File: config.mk
export PLATFORM = sky130hd
export DESIGN_NAME = vga_sync_gen
export DESIGN_NICKNAME = d
export VERILOG_FILES = /design/src/rtl/vga_timing_pkg.sv /design/src/rtl/sync_delay_line.sv /design/src/rtl/vga_sync_gen.sv
export SDC_FILE = /design/constraint.sdc
export NUM_CORES = 1
export LEC_CHECK = 0
export ABC_AREA = 1
export BUFFER_PORTS_ARGS = -buffer_cell sky130_fd_sc_hd__buf_4
export CAP_MARGIN = 20
export CORE_MARGIN = 4
export CORE_UTILIZATION = 45
export CTS_BUF_LIST = sky130_fd_sc_hd__clkbuf_2 sky130_fd_sc_hd__clkbuf_4 sky130_fd_sc_hd__clkbuf_8
export CTS_CLUSTER_DIAMETER = 40
export CTS_CLUSTER_SIZE = 20
export DETAILED_ROUTE_END_ITERATION = 10
export GPL_TIMING_DRIVEN = 0
export HOLD_SLACK_MARGIN = 0.15
export PLACE_DENSITY_LB_ADDON = 0.08
export SETUP_SLACK_MARGIN = 0.05
export SLEW_MARGIN = 15
export SYNTH_ARGS = -nofsm -noshare
export SYNTH_HDL_FRONTEND = slang
export SYNTH_HIERARCHICAL = 1
export SYNTH_SLANG_ARGS = --single-unit
File: constraint.sdc
create_clock -name i_Clk -period 2.4 [get_ports i_Clk]
set_input_delay 0.36 -clock i_Clk [delete_from_list [all_inputs] [get_ports i_Clk]]
set_output_delay 0.36 -clock i_Clk [all_outputs]
set_load 0.03 [all_outputs]
File: src/rtl/vga_timing_pkg.sv
// rtl/vga_timing_pkg.sv - shared 640x480@60 VGA timing constants and sync bundle type
package vga_timing_pkg;

  localparam int unsigned POS_W      = 10;

  localparam int unsigned H_ACTIVE   = 640;
  localparam int unsigned H_FP       = 16;
  localparam int unsigned H_SYNC     = 96;
  localparam int unsigned H_BP       = 48;
  localparam int unsigned H_TOTAL    = H_ACTIVE + H_FP + H_SYNC + H_BP;

  localparam int unsigned V_ACTIVE   = 480;
  localparam int unsigned V_FP       = 10;
  localparam int unsigned V_SYNC     = 2;
  localparam int unsigned V_BP       = 33;
  localparam int unsigned V_TOTAL    = V_ACTIVE + V_FP + V_SYNC + V_BP;

  localparam int unsigned H_SYNC_START = H_ACTIVE + H_FP;
  localparam int unsigned H_SYNC_END   = H_ACTIVE + H_FP + H_SYNC - 1;
  localparam int unsigned V_SYNC_START = V_ACTIVE + V_FP;
  localparam int unsigned V_SYNC_END   = V_ACTIVE + V_FP + V_SYNC - 1;

  // Matches the downstream pixel-state plus colour pipeline latency.
  localparam int unsigned SYNC_DELAY = 2;

  typedef struct packed {
    logic hsync;
    logic vsync;
    logic blank;
  } sync_bits_t;

endpackage

File: src/rtl/sync_delay_line.sv
// rtl/sync_delay_line.sv - clock-enabled shift register with reset load value
module sync_delay_line #(
  parameter int unsigned          WIDTH     = 1,
  parameter int unsigned          DEPTH     = 1,
  parameter logic [WIDTH-1:0]     RESET_VAL = '0
) (
  input  logic             clk,
  input  logic             rst_n,
  input  logic             en,
  input  logic [WIDTH-1:0] din,
  output logic [WIDTH-1:0] dout
);

  generate
    if (DEPTH == 0) begin : g_bypass
      // Input is already registered upstream, so zero depth is a plain wire.
      logic unused_ctrl;
      assign unused_ctrl = ^{clk, rst_n, en};
      assign dout        = din;
    end else begin : g_pipe
      logic [WIDTH-1:0] stage_q [DEPTH];

      always_ff @(posedge clk or negedge rst_n) begin
        if (!rst_n) begin
          for (int i = 0; i < int'(DEPTH); i++) begin
            stage_q[i] <= RESET_VAL;
          end
        end else if (en) begin
          stage_q[0] <= din;
          for (int i = 1; i < int'(DEPTH); i++) begin
            stage_q[i] <= stage_q[i-1];
          end
        end
      end

      assign dout = stage_q[DEPTH-1];
    end
  endgenerate

endmodule

File: src/rtl/vga_sync_gen.sv
// rtl/vga_sync_gen.sv - VGA position counters, decode and delayed sync/blank generation
module vga_sync_gen #(
  parameter int unsigned H_ACTIVE   = vga_timing_pkg::H_ACTIVE,
  parameter int unsigned H_FP       = vga_timing_pkg::H_FP,
  parameter int unsigned H_SYNC     = vga_timing_pkg::H_SYNC,
  parameter int unsigned H_BP       = vga_timing_pkg::H_BP,
  parameter int unsigned V_ACTIVE   = vga_timing_pkg::V_ACTIVE,
  parameter int unsigned V_FP       = vga_timing_pkg::V_FP,
  parameter int unsigned V_SYNC     = vga_timing_pkg::V_SYNC,
  parameter int unsigned V_BP       = vga_timing_pkg::V_BP,
  parameter int unsigned SYNC_DELAY = vga_timing_pkg::SYNC_DELAY
) (
  input  logic       i_Clk,
  input  logic       i_Rst_n,
  input  logic       i_En,
  output logic [9:0] o_PixelPos_X,
  output logic [9:0] o_PixelPos_Y,
  output logic       o_Active,
  output logic       o_hSync,
  output logic       o_vSync,
  output logic       o_Blank,
  output logic       o_LineStart,
  output logic       o_FrameStart
);
  import vga_timing_pkg::*;

  localparam logic [9:0] H_LAST = 10'(H_ACTIVE + H_FP + H_SYNC + H_BP - 1);
  localparam logic [9:0] V_LAST = 10'(V_ACTIVE + V_FP + V_SYNC + V_BP - 1);
  localparam logic [9:0] H_VIS  = 10'(H_ACTIVE);
  localparam logic [9:0] V_VIS  = 10'(V_ACTIVE);
  localparam logic [9:0] H_SS   = 10'(H_ACTIVE + H_FP);
  localparam logic [9:0] H_SE   = 10'(H_ACTIVE + H_FP + H_SYNC - 1);
  localparam logic [9:0] V_SS   = 10'(V_ACTIVE + V_FP);
  localparam logic [9:0] V_SE   = 10'(V_ACTIVE + V_FP + V_SYNC - 1);

  logic [9:0] x_q, y_q, x_next, y_next;
  logic       active_q, line_q, frame_q, active_next;
  sync_bits_t raw_q, raw_next, dly_out;

  // Everything is decoded from the next position so it registers alongside it.
  always_comb begin
    x_next = x_q + 10'd1;
    y_next = y_q;
    if (x_q >= H_LAST) begin
      x_next = '0;
      y_next = (y_q >= V_LAST) ? 10'd0 : y_q + 10'd1;
    end
    active_next    = (x_next < H_VIS) && (y_next < V_VIS);
    raw_next.hsync = !((x_next >= H_SS) && (x_next <= H_SE));
    raw_next.vsync = !((y_next >= V_SS) && (y_next <= V_SE));
    raw_next.blank = !active_next;
  end

  always_ff @(posedge i_Clk or negedge i_Rst_n) begin
    if (!i_Rst_n) begin
      x_q      <= '0;
      y_q      <= '0;
      active_q <= 1'b1;
      line_q   <= 1'b1;
      frame_q  <= 1'b1;
      raw_q    <= '{hsync: 1'b1, vsync: 1'b1, blank: 1'b0};
    end else if (i_En) begin
      x_q      <= x_next;
      y_q      <= y_next;
      active_q <= active_next;
      line_q   <= (x_next == 10'd0);
      frame_q  <= (x_next == 10'd0) && (y_next == 10'd0);
      raw_q    <= raw_next;
    end else begin
      line_q   <= 1'b0;
      frame_q  <= 1'b0;
    end
  end

  sync_delay_line #(
    .WIDTH     ($bits(sync_bits_t)),
    .DEPTH     (SYNC_DELAY),
    .RESET_VAL (3'b111)
  ) u_sync_delay (
    .clk   (i_Clk),
    .rst_n (i_Rst_n),
    .en    (i_En),
    .din   (raw_q),
    .dout  (dly_out)
  );

  assign o_PixelPos_X = x_q;
  assign o_PixelPos_Y = y_q;
  assign o_Active     = active_q;
  assign o_LineStart  = line_q;
  assign o_FrameStart = frame_q;
  assign o_hSync      = dly_out.hsync;
  assign o_vSync      = dly_out.vsync;
  assign o_Blank      = dly_out.blank;

endmodule

==> metrics <==
final-report hold violation count=0; worst path cell trace=ha_1 > nand4_2 > nand2_4 > nand2_4 > inv_4 > buf_12 > nand2_4 > nand3_1 > nand2_1 > nor2_1 > nand3_1 > nor2_1; # DRC=0; Synth Cell Area=0.00205 mm^2; Startpoint Class=flop; synthesized netlist cell count=280; Avg Cell Area, Syn=7.32 um^2; Worst-path clk slew=0.07 ns; unrepaired setup endpoints after global routing=no; CP Max Fanout=10; DR WL/cell=13.7 um; Crit. End Element=flop; synth unique cells=34; Seq/Total Area, Yosys=39.7%; Hold WS=0.327 ns; CTS Root Cell=clkbuf_8; initial core utilization=46.7%; Worst VDD drop=508 uV; die height=75.5 um; setup_tns=0 ns; Die Wd=75.5 um; Max Freq=0.485 GHz; syn nets=286; First DRT Iteration DRCs=155; gr usage total=19.3%; Lkg Pwr=1.22 nW; number of global-route vias before repair=1709; post-route cell area=0.00243 mm^2; share of post-route cells with drive strength above 1=24.9%; Util after Layout=55.5%; Routed Antenna Nets=0; Least-Margin Pin Slew=0.523 ns; DP Area=0.00232 mm^2; power per cell area=942 mW/mm^2; Crit-path slowest cell=dfrtp_2; Sink Count=32; total wire length=5.04 mm; First-pass DRT Iterations=4; nets=322; HPWL Detailed=3.63 mm; core area=0.00438 mm^2; Final Setup Violations=0; crit path buf inv count=2; Crit path arrival time=2.28 ns; final-report max-slew violation count=0; num ports=29; Placer Congestion=0.884; CTS Buf Count=5; std cell rows=24; CTS tree=yes; CP dominant cell by count=nand2_4; area grow syn2layout=18.7%; crit-path leading delay family=simple AND/OR/NAND/NOR gates; worst hold path class=in2reg; # H-tree levels=2; clk_skew=0.0111 ns; PnR Total Power=2.29 mW; Seq cells post-synth=32; Tcrit/Tclk final=86.0%; status=complete, no violations; total number of vias=1883; critical path class=reg2reg; remaining global-route overflow=0; Die ar.=0.00570 mm^2; Buffers on Ports=28; n_diodes=0; Max clock buf depth=2; Max-Cap Viols=0; worst stage delay on the critical path=0.46 ns; Worst-Skew Late Latency=0.28 ns; Slew HR=65.1%; initial antenna violation count=0; largest net degree at the start of global routing=33; CP required=2.62 ns; Yosys warning count=6; first-pass GRT wire length=8.27 mm; vias per cell=5.10; fin crit period=2.06 ns
## layout make-up
cell class / count / area [um^2]
inverters: 26 / 100
well taps: 52 / 65.1
repair buffers: 29 / 220
flip-flops and latches: 32 / 816
fillers: 423 / 1950
clock inverters: 1 / 7.51
plain buffers: 11 / 81.3
multi-input cells: 211 / 1050
clock buffers: 7 / 90.1
## placed cells by master (no fill, tap or decap), drive strengths merged
master | synthesis | routed
buf | 8 | 36
nand2 | 94 | 94
dfstp | 11 | 11
clkinvlp | 0 | 1
o21bai | 2 | 2
clkbuf | 3 | 10
a21oi | 4 | 4
inv | 26 | 26
nor2 | 35 | 35
a31oi | 1 | 1
dfrtp | 21 | 21
o21ai | 22 | 22
dlygate4sd3 | 0 | 1
nand3 | 31 | 31
or2 | 1 | 1
nor3 | 3 | 3
nand4 | 8 | 8
xor2 | 5 | 5
ha | 3 | 3
nor4 | 1 | 1
nor3b | 1 | 1
## Yosys cell counts (all sizes together)
cell type  number  area [um^2]
a21oi           4         27.5
a31oi           1         6.26
buf             8         70.1
clkbuf          3         11.3
dfrtp          21          526
dfstp          11          289
ha              3         37.5
inv            26          100
nand2          94          380
nand3          31          170
nand4           8         62.6
nor2           35          156
nor3            3         15.0
nor3b           1         12.5
nor4            1         6.26
o21ai          22          114
o21bai          2         15.0
or2             1         6.26
xor2            5         43.8
## state kept, by name, summed over array words and instances (netlist names)
signal / count
o_FrameStart: 1
o_LineStart: 1
o_PixelPos_Y: 10
raw_q: 3
o_PixelPos_X: 10
o_Active: 1
u_sync_delay/g_pipe.stage_q: 3
u_sync_delay/dout: 3
## logic make-up after synthesis
group	Yosys count	share of synthesized area (%)
flip-flops	32	39.7
adder cells (fa/ha/maj)	3	1.83
buffers and inverters	37	8.85
AND/OR/NAND/NOR	174	39.5
XOR/XNOR	5	2.14
AO/OA/AOI/OAI	29	7.94
## tightest hold or removal path, stage by stage
cell	delay, ns
buf_4	0.14
nand2_1	0.06
nand2_1	0.04
## per-stage QoR
step | instances | setup slack (ns)
finish | 369 | 0.336
detailed placement | 360 | 0.293
global placement | 360 | 0.257
floorplan | 280 | 0.466
CTS | 369 | 0.260
global route | 369 | 0.154
## routing by layer
layer / share of wire (%) / GRT usage (%) / vias up
li1: - / - / 968
met1: 46 / 26.7 / 849
met2: 48 / 31.1 / 62
met3: 5.3 / 3.30 / 4
met4: 0.91 / 5.44 / 0
met5: 0 / 0 / -
## path summary, 6_finish.rpt
| check | startpoint | to | slack (ns) | cells past startpoint |
|---|---|---|---|---|
| setup / recovery | o_PixelPos_X[0] | o_FrameStart | 0.34 | 12 |
| hold / removal | i_En | u_sync_delay/g_pipe.stage_q[5] | 0.33 | 3 |
| setup reg to reg | o_PixelPos_X[0] | o_FrameStart | 0.34 | 12 |
| hold reg to reg | u_sync_delay/dout[2] | u_sync_delay/dout[2] | 0.46 | 2 |
| max in group asynchronous | i_Rst_n | raw_q[2] | 1.51 | 2 |
| min in group asynchronous | i_Rst_n | o_PixelPos_Y[3] | 0.55 | 2 |
## power breakdown
group          leakage (nW)  internal [mW]  switching [mW]
combinational         0.786          0.356           0.658
sequential            0.383          0.671           0.167
clock                0.0479          0.244           0.197
## repair_timing
| item | in CTS | in global routing |
|---|---|---|
| resized for setup | 0 | 1 |
| endpoints found under the hold margin | 21 | 0 |
| buffers inserted | 0 | 0 |
| setup endpoints to repair | 0 | 1 |
| hold buffers | 1 | 0 |
Note: power is estimated with default switching activity, not from simulation.
